File: src/rtl/multitrig_pkg.sv
// Shared types and sizing helpers for the multitrig coincidence/sum trigger.
package multitrig_pkg;

    typedef enum logic [1:0] {
        ST_IDLE = 2'd0,
        ST_FIRE = 2'd1,
        ST_HOLD = 2'd2
    } state_e;

    localparam int unsigned CH_W = 16;

    // Sum width that holds NCH sign-extended channels without overflow.
    function automatic int unsigned sum_width(input int unsigned nch);
        return CH_W + $clog2(nch);
    endfunction

endpackage

File: src/rtl/multitrig_sum.sv
// Two-stage trigger datapath: per-channel threshold hits and channel sum,
// then majority count and sum comparisons producing registered arm/rel.
module multitrig_sum
    import multitrig_pkg::*;
#(
    parameter int unsigned NCH   = 4,
    parameter int unsigned ABITS = 12,
    parameter int unsigned MBITS = $clog2(NCH + 1)
) (
    input  logic                  clk_i,
    input  logic                  rst_i,
    input  logic [CH_W*NCH-1:0]   dpdata_i,
    input  logic [ABITS-1:0]      ithr_i,
    input  logic [ABITS-1:0]      sthr_i,
    input  logic [MBITS-1:0]      mcnt_i,
    output logic                  arm_o,
    output logic                  rel_o
);

    localparam int unsigned SW = sum_width(NCH);

    logic signed [CH_W-1:0] ch [NCH];
    logic        [NCH-1:0]  hit_d, hit_q;
    logic signed [SW-1:0]   sum_d, sum_q;
    logic signed [SW-1:0]   ithr_s, sthr_s, shalf_s;
    logic        [MBITS-1:0] nhit, need;
    logic                   arm_d, arm_q, rel_d, rel_q;

    for (genvar i = 0; i < NCH; i++) begin : g_ch
        assign ch[i] = dpdata_i[CH_W*i +: CH_W];
    end

    assign ithr_s  = SW'($signed({1'b0, ithr_i}));
    assign sthr_s  = SW'($signed({1'b0, sthr_i}));
    assign shalf_s = SW'($signed({1'b0, sthr_i[ABITS-1:1]}));

    // Stage 1: individual hits and full-width signed sum.
    always_comb begin
        hit_d = '0;
        sum_d = '0;
        for (int i = 0; i < NCH; i++) begin
            hit_d[i] = SW'(ch[i]) > ithr_s;
            sum_d    = sum_d + SW'(ch[i]);
        end
    end

    // Stage 2: majority (mcnt of 0 counts as 1) and hysteresis compares.
    always_comb begin
        nhit = '0;
        for (int i = 0; i < NCH; i++) begin
            nhit = nhit + MBITS'(hit_q[i]);
        end
        need  = (mcnt_i == '0) ? MBITS'(1) : mcnt_i;
        arm_d = (nhit >= need) && (sum_q > sthr_s);
        rel_d = (sum_q <= shalf_s);
    end

    always_ff @(posedge clk_i or posedge rst_i) begin
        if (rst_i) begin
            hit_q <= '0;
            sum_q <= '0;
            arm_q <= 1'b0;
            rel_q <= 1'b0;
        end else begin
            hit_q <= hit_d;
            sum_q <= sum_d;
            arm_q <= arm_d;
            rel_q <= rel_d;
        end
    end

    assign arm_o = arm_q;
    assign rel_o = rel_q;

endmodule

File: src/rtl/multitrig.sv
// N-channel coincidence/sum trigger: datapath sub-module plus trigger FSM,
// dead-time counter and wrapping trigger counter.
module multitrig
    import multitrig_pkg::*;
#(
    parameter int unsigned NCH    = 4,
    parameter int unsigned ABITS  = 12,
    parameter int unsigned DTBITS = 8,
    parameter int unsigned CBITS  = 16
) (
    input  logic                       ADCCLK,
    input  logic                       RST,
    input  logic [CH_W*NCH-1:0]        dpdata,
    input  logic [ABITS-1:0]           ithr,
    input  logic [ABITS-1:0]           sthr,
    input  logic [$clog2(NCH+1)-1:0]   mcnt,
    input  logic [DTBITS-1:0]          dtime,
    input  logic                       raw,
    input  logic                       dtmask,
    input  logic                       cntclr,
    output logic                       ddiscr,
    output logic                       dtrig,
    output logic                       busy,
    output logic [CBITS-1:0]           trigcnt
);

    state_e              state_q;
    logic [DTBITS-1:0]   dtcnt_q;
    logic [CBITS-1:0]    trigcnt_q;
    logic [CBITS-1:0]    cnt_base;
    logic                ddiscr_q, dtrig_q, busy_q;
    logic                arm, rel, inhibit;

    multitrig_sum #(
        .NCH   (NCH),
        .ABITS (ABITS)
    ) u_sum (
        .clk_i    (ADCCLK),
        .rst_i    (RST),
        .dpdata_i (dpdata),
        .ithr_i   (ithr),
        .sthr_i   (sthr),
        .mcnt_i   (mcnt),
        .arm_o    (arm),
        .rel_o    (rel)
    );

    assign inhibit  = raw | dtmask;
    // A clear in the same cycle as a trigger counts from zero.
    assign cnt_base = cntclr ? '0 : trigcnt_q;

    always_ff @(posedge ADCCLK or posedge RST) begin
        if (RST) begin
            state_q   <= ST_IDLE;
            dtcnt_q   <= '0;
            trigcnt_q <= '0;
            ddiscr_q  <= 1'b0;
            dtrig_q   <= 1'b0;
            busy_q    <= 1'b0;
        end else begin
            dtrig_q <= 1'b0;
            if (cntclr) begin
                trigcnt_q <= '0;
            end
            if (inhibit) begin
                state_q  <= ST_IDLE;
                dtcnt_q  <= '0;
                ddiscr_q <= 1'b0;
                busy_q   <= 1'b0;
            end else begin
                case (state_q)
                    ST_IDLE: begin
                        if (arm) begin
                            state_q   <= ST_FIRE;
                            ddiscr_q  <= 1'b1;
                            dtrig_q   <= 1'b1;
                            busy_q    <= 1'b1;
                            trigcnt_q <= cnt_base + CBITS'(1);
                        end
                    end
                    ST_FIRE: begin
                        if (rel) begin
                            ddiscr_q <= 1'b0;
                            if (dtime == '0) begin
                                state_q <= ST_IDLE;
                                busy_q  <= 1'b0;
                            end else begin
                                state_q <= ST_HOLD;
                                dtcnt_q <= dtime;
                            end
                        end
                    end
                    ST_HOLD: begin
                        // Dead time: arm is ignored until the count runs out.
                        if (dtcnt_q <= DTBITS'(1)) begin
                            state_q <= ST_IDLE;
                            dtcnt_q <= '0;
                            busy_q  <= 1'b0;
                        end else begin
                            dtcnt_q <= dtcnt_q - DTBITS'(1);
                        end
                    end
                    default: begin
                        state_q  <= ST_IDLE;
                        dtcnt_q  <= '0;
                        ddiscr_q <= 1'b0;
                        busy_q   <= 1'b0;
                    end
                endcase
            end
        end
    end

    assign ddiscr  = ddiscr_q;
    assign dtrig   = dtrig_q;
    assign busy    = busy_q;
    assign trigcnt = trigcnt_q;

endmodule

File: config.mk
export PLATFORM = sky130hd
export DESIGN_NAME = multitrig
export DESIGN_NICKNAME = d
export VERILOG_FILES = /design/src/rtl/multitrig_pkg.sv /design/src/rtl/multitrig_sum.sv /design/src/rtl/multitrig.sv
export SDC_FILE = /design/constraint.sdc
export NUM_CORES = 1
export LEC_CHECK = 0
export CORE_ASPECT_RATIO = 0.75
export CORE_MARGIN = 2
export CORE_UTILIZATION = 30
export CTS_CLUSTER_SIZE = 30
export DETAILED_ROUTE_END_ITERATION = 8
export HOLD_SLACK_MARGIN = 0.1
export SLEW_MARGIN = 20
export SYNTH_ARGS = -nofsm -noshare
export SYNTH_HDL_FRONTEND = slang
export SYNTH_SLANG_ARGS = --single-unit
File: constraint.sdc
create_clock -name ADCCLK -period 4.15 [get_ports ADCCLK]
set_input_delay 0.6225 -clock ADCCLK [delete_from_list [all_inputs] [get_ports ADCCLK]]
set_output_delay 0.6225 -clock ADCCLK [all_outputs]
set_load 0.005 [all_outputs]
==> summary by stage <==
Placed design
The HPWL reported at the end of detailed placement is roughly 13000 um. The global placer's final weighted congestion is 0.9285. The total of buffers placed on input and output ports is between 100 and 150. The post-detailed-placement cell area is between 0.007 and 0.008 sq mm.

In this run, placement finished with an instance count of about 1k.

Clock network
The number of buffers on the longest clock path is 2. The number of instances resized during post-cts repair is 0. After clock tree synthesis, the clock-pin slew on the worst setup and hold paths is about 0.060 ns. The clock drives 53 sinks. Clock tree synthesis inserted a total of 5 buffers. TritonCTS built the clock tree. The number of H-tree levels is 2. In this run the clock root is driven by a sky130_fd_sc_hd__clkbuf_16. The clock latency reported for the late side of the worst-skew pair is 0.29 ns. The number of hold buffers added after CTS is 0. Once the clock tree was built, the setup fixing pass inserted 0 buffers.

Final layout
The layout has 1978 filler cells. The cell area after layout is about 0.0076 sq mm. The final cell count without fillers is ~1.0k. The number of antenna diodes in the final layout is 0.

The net count of the finished layout is 1017. Relative to the synthesized area, the layout overhead comes to 28.79%. In the final layout, the share of cells above drive strength 1 is 0.02564.

Drt
The violation count after the first detailed-route iteration is between 200 and 250. After detailed routing, the average wire length per cell comes to ~14 um. The routed via count is around 4.9k. The number of routed nets with antenna violations is 0. The total DRC errors in the routed layout is 0. The detailed-routing iteration count for the pre-antenna-repair pass is 4. Summed over all layers, the routed wires come to roughly 14000 um.

In the routed layout, each cell is associated on average with a via count of around 4.7.

Die
The standard-cell row count is 44. The region available for standard cell placement spans roughly 0.019 sq mm. The vertical die dimension is about 130 um.

The total I/O pin count is about 120. The area of the die is 0.02072 sq mm. The floorplan step set the die width to 165.5 um.

The initial utilization of the core area, before any placement, comes to 0.3047.

Global route
The largest net degree at the start of global routing is 32. The initial antenna violation count was 0. The global routing usage summed across all routing layers is 0.1451. The number of global-route vias before repair is about 5.1k. The first-pass GRT wire length is approximately 24000 um. After global routing the overflow that remains totals 0.

Synth
In the synthesized netlist the dominant register cell turns out to be sky130_fd_sc_hd__dfrtp_1. Of all flip-flops after synthesis, the portion carrying an async set or reset was 1.000. The netlist uses 58 different library cells. The area of the mapped netlist is between 0.005 and 0.006 sq mm. Each instance of the synthesized netlist takes up on average between 8 and 9 sq um.

The post-synth net total is roughly 890. The post-synthesis register bit count is 53. The gate count after technology mapping is around 660. The Yosys step of the flow raised 0 warnings. The register area share after synthesis is 0.2259. The dominant cell type by area after synthesis is sky130_fd_sc_hd__dfrtp_1.

By area the synthesized netlist is led by sky130_fd_sc_hd__dfrtp_1 (23%), sky130_fd_sc_hd__ha_1 (21%), sky130_fd_sc_hd__fa_1 (12%). The count of flip-flops with a built-in enable after synthesis is 0. Of the post-synthesis cell area, the dominant cell type holds 0.2259.

Power
For this design the static power due to leakage is between 3 and 4 nW. Across the VDD grid, the largest voltage drop is approximately 0.18 mV. The cell area power density is just over 300 mW/mm^2.

Job
The max-capacitance violation count is 0.

Worst setup path
Data on the critical path is required at its endpoint by 4.33 ns. Traced cell by cell, the critical path runs through clkdlybuf4s50_1, inv_1, fa_1, inv_1, fa_1, ha_1, fa_1, a211oi_1, nor2_1, a41oi_1, buf_4, nor2_1, a211oi_1. The worst setup path is of the in -> reg kind. The worst setup path is launched from an input pin. Along the worst path, the maximum fanout reaches 5.

The slowest library cell on the worst path is sky130_fd_sc_hd__fa_1. The worst setup path is captured at a flip-flop. The arrival time at the worst endpoint is a little over 4 ns.

On the worst path, the slowest cell contributes a delay of around 0.59 ns. The most repeated library cell on the critical path is sky130_fd_sc_hd__fa_1.

STA
The final number of hold-violating endpoints is 0. The smallest clock period supported by the final layout is computed as 3.857 ns. The measured slew at the worst slew-check pin is roughly 0.64 ns. The max-slew violation count is 0. Setup total negative slack on the finished layout was measured at 0 ns.

Dividing the final minimum period by the clock period gives 0.9294. Setup repair after global routing left no endpoint under its margin. Headroom to the max-slew limit came out at 0.5685. Static timing analysis puts the maximum clock frequency at 0.2593 GHz. The final setup skew is roughly 0.0097 ns. The final count of negative-setup-slack endpoints is 0.

Min path
The worst min-delay path class is reg -> reg.

Run status
The run finished with clean final reports.
==> area by class of cell <==
cell class	count	area, sq um	area share
Clock buffer	5	125.1	0.01655
Clock inverter	2	35.03	0.004633
Inverter	128	480.5	0.06353
Multi-Input combinational cell	466	4028	0.5326
Sequential cell	53	1326	0.1754
Tap cell	253	316.6	0.04186
Timing Repair Buffer	126	1251	0.1655
==> registers in the layout, summed over array words and instances (netlist names), 2 cells and up <==
name         cells
state_q          2
dtcnt_q          8
u_sum.hit_q      4
u_sum.sum_q     18
trigcnt         16
==> Yosys cell counts, types with 11 or more instances <==
| cell | number |
|---|---|
| sky130_fd_sc_hd__inv_1 | 128 |
| sky130_fd_sc_hd__ha_1 | 99 |
| sky130_fd_sc_hd__dfrtp_1 | 53 |
| sky130_fd_sc_hd__nor2_1 | 38 |
| sky130_fd_sc_hd__fa_1 | 34 |
| sky130_fd_sc_hd__a21oi_1 | 31 |
| sky130_fd_sc_hd__nand2_1 | 26 |
| sky130_fd_sc_hd__a21o_1 | 24 |
| sky130_fd_sc_hd__o21ai_0 | 22 |
| sky130_fd_sc_hd__nand4_1 | 18 |
| sky130_fd_sc_hd__nand3_1 | 15 |
| sky130_fd_sc_hd__xnor2_1 | 15 |
| sky130_fd_sc_hd__nor2b_1 | 14 |
| sky130_fd_sc_hd__xor2_1 | 12 |
| sky130_fd_sc_hd__o21a_1 | 11 |
==> per-layer routing <==
| metal | GRT usage | share of wire | wire length, um |
|---|---|---|---|
| met1 | 0.2247 | 0.52 | 7586 |
| met2 | 0.2145 | 0.39 | 5687 |
| met3 | 0.02024 | 0.069 | 997 |
| met4 | 0.02688 | 0.013 | 193 |
| met5 | 0 | 0 | 0 |
==> power by group <==
part           internal [W]  switching [W]
clock              0.000280       0.000172
sequential         0.000624      0.0000637
combinational      0.000576       0.000619
==> worst max-delay path: cells and delay by family <==
kind                       cells  cell delay (ns)
and+or+nand+nor                2             0.16
AOI/OAI and AO/OA              3             0.73
buffers and inverters          4             0.80
adders and majority gates      4             1.72
==> cell families (layout without fill, tap and decap cells) <==
| kind of cell | after synthesis | count (layout) | synth area share |
|---|---|---|---|
| and+or+nand+nor | 152 | 152 | 0.1362 |
| adders and majority gates | 133 | 133 | 0.3269 |
| muxes | 2 | 2 | 0.003835 |
| AOI/OAI and AO/OA | 152 | 152 | 0.1788 |
| buffers and inverters | 136 | 261 | 0.08822 |
| DFF | 53 | 53 | 0.2259 |
| xor gates and xnor gates | 27 | 27 | 0.04027 |
==> placed cells by master, fill, tap and decap left out, types with 4 or more instances in the layout <==
cell type,n
sky130_fd_sc_hd__o21a_1,11
sky130_fd_sc_hd__inv_1,127
sky130_fd_sc_hd__nand3_1,15
sky130_fd_sc_hd__clkdlybuf4s50_1,122
sky130_fd_sc_hd__nor2_1,38
sky130_fd_sc_hd__a211o_1,5
sky130_fd_sc_hd__nand2_1,26
sky130_fd_sc_hd__a31oi_1,8
sky130_fd_sc_hd__nand4_1,18
sky130_fd_sc_hd__a21o_1,24
sky130_fd_sc_hd__nor3_1,10
sky130_fd_sc_hd__o21ai_0,22
sky130_fd_sc_hd__xnor2_1,15
sky130_fd_sc_hd__a21oi_1,31
sky130_fd_sc_hd__a221o_1,4
sky130_fd_sc_hd__dfrtp_1,53
sky130_fd_sc_hd__clkbuf_16,5
sky130_fd_sc_hd__ha_1,99
sky130_fd_sc_hd__a21boi_0,6
sky130_fd_sc_hd__xor2_1,12
sky130_fd_sc_hd__fa_1,34
sky130_fd_sc_hd__or4_1,6
sky130_fd_sc_hd__a211oi_1,10
sky130_fd_sc_hd__o21bai_1,8
sky130_fd_sc_hd__nor2b_1,14
sky130_fd_sc_hd__buf_4,4
==> per-stage QoR <==
step / hold slack, ns / total power, W / setup slack, ns / utilization
6_report: 0.5091 / 0.002334 / 0.2931 / 0.3925
5_1_grt: 0.5370 / 0.002575 / 0.05542 / 0.3925
4_1_cts: 0.5160 / 0.002361 / 0.2847 / 0.3925
3_5_place_dp: 0.5013 / 0.001893 / 0.001764 / 0.3842
3_3_place_gp: 0.4845 / 0.001872 / 0.09076 / 0.3842
2_1_floorplan: 0.4677 / 0.001518 / 0.6589 / -
==> path summary, 6_finish.rpt <==
| path | startpoint | to | slack [ns] | cells past startpoint |
|---|---|---|---|---|
| max | dpdata[1] | u_sum.sum_q[15] | 0.29 | 13 |
| min | ddiscr | ddiscr | 0.51 | 2 |
| max reg2reg | u_sum.hit_q[0] | u_sum.arm_o | 1.84 | 10 |
| min reg2reg | ddiscr | ddiscr | 0.51 | 2 |
| max in group asynchronous | RST | u_sum.rel_o | 2.70 | 3 |
| min in group asynchronous | RST | u_sum.sum_q[9] | 0.67 | 2 |
Note: power is estimated with default switching activity, not from simulation.
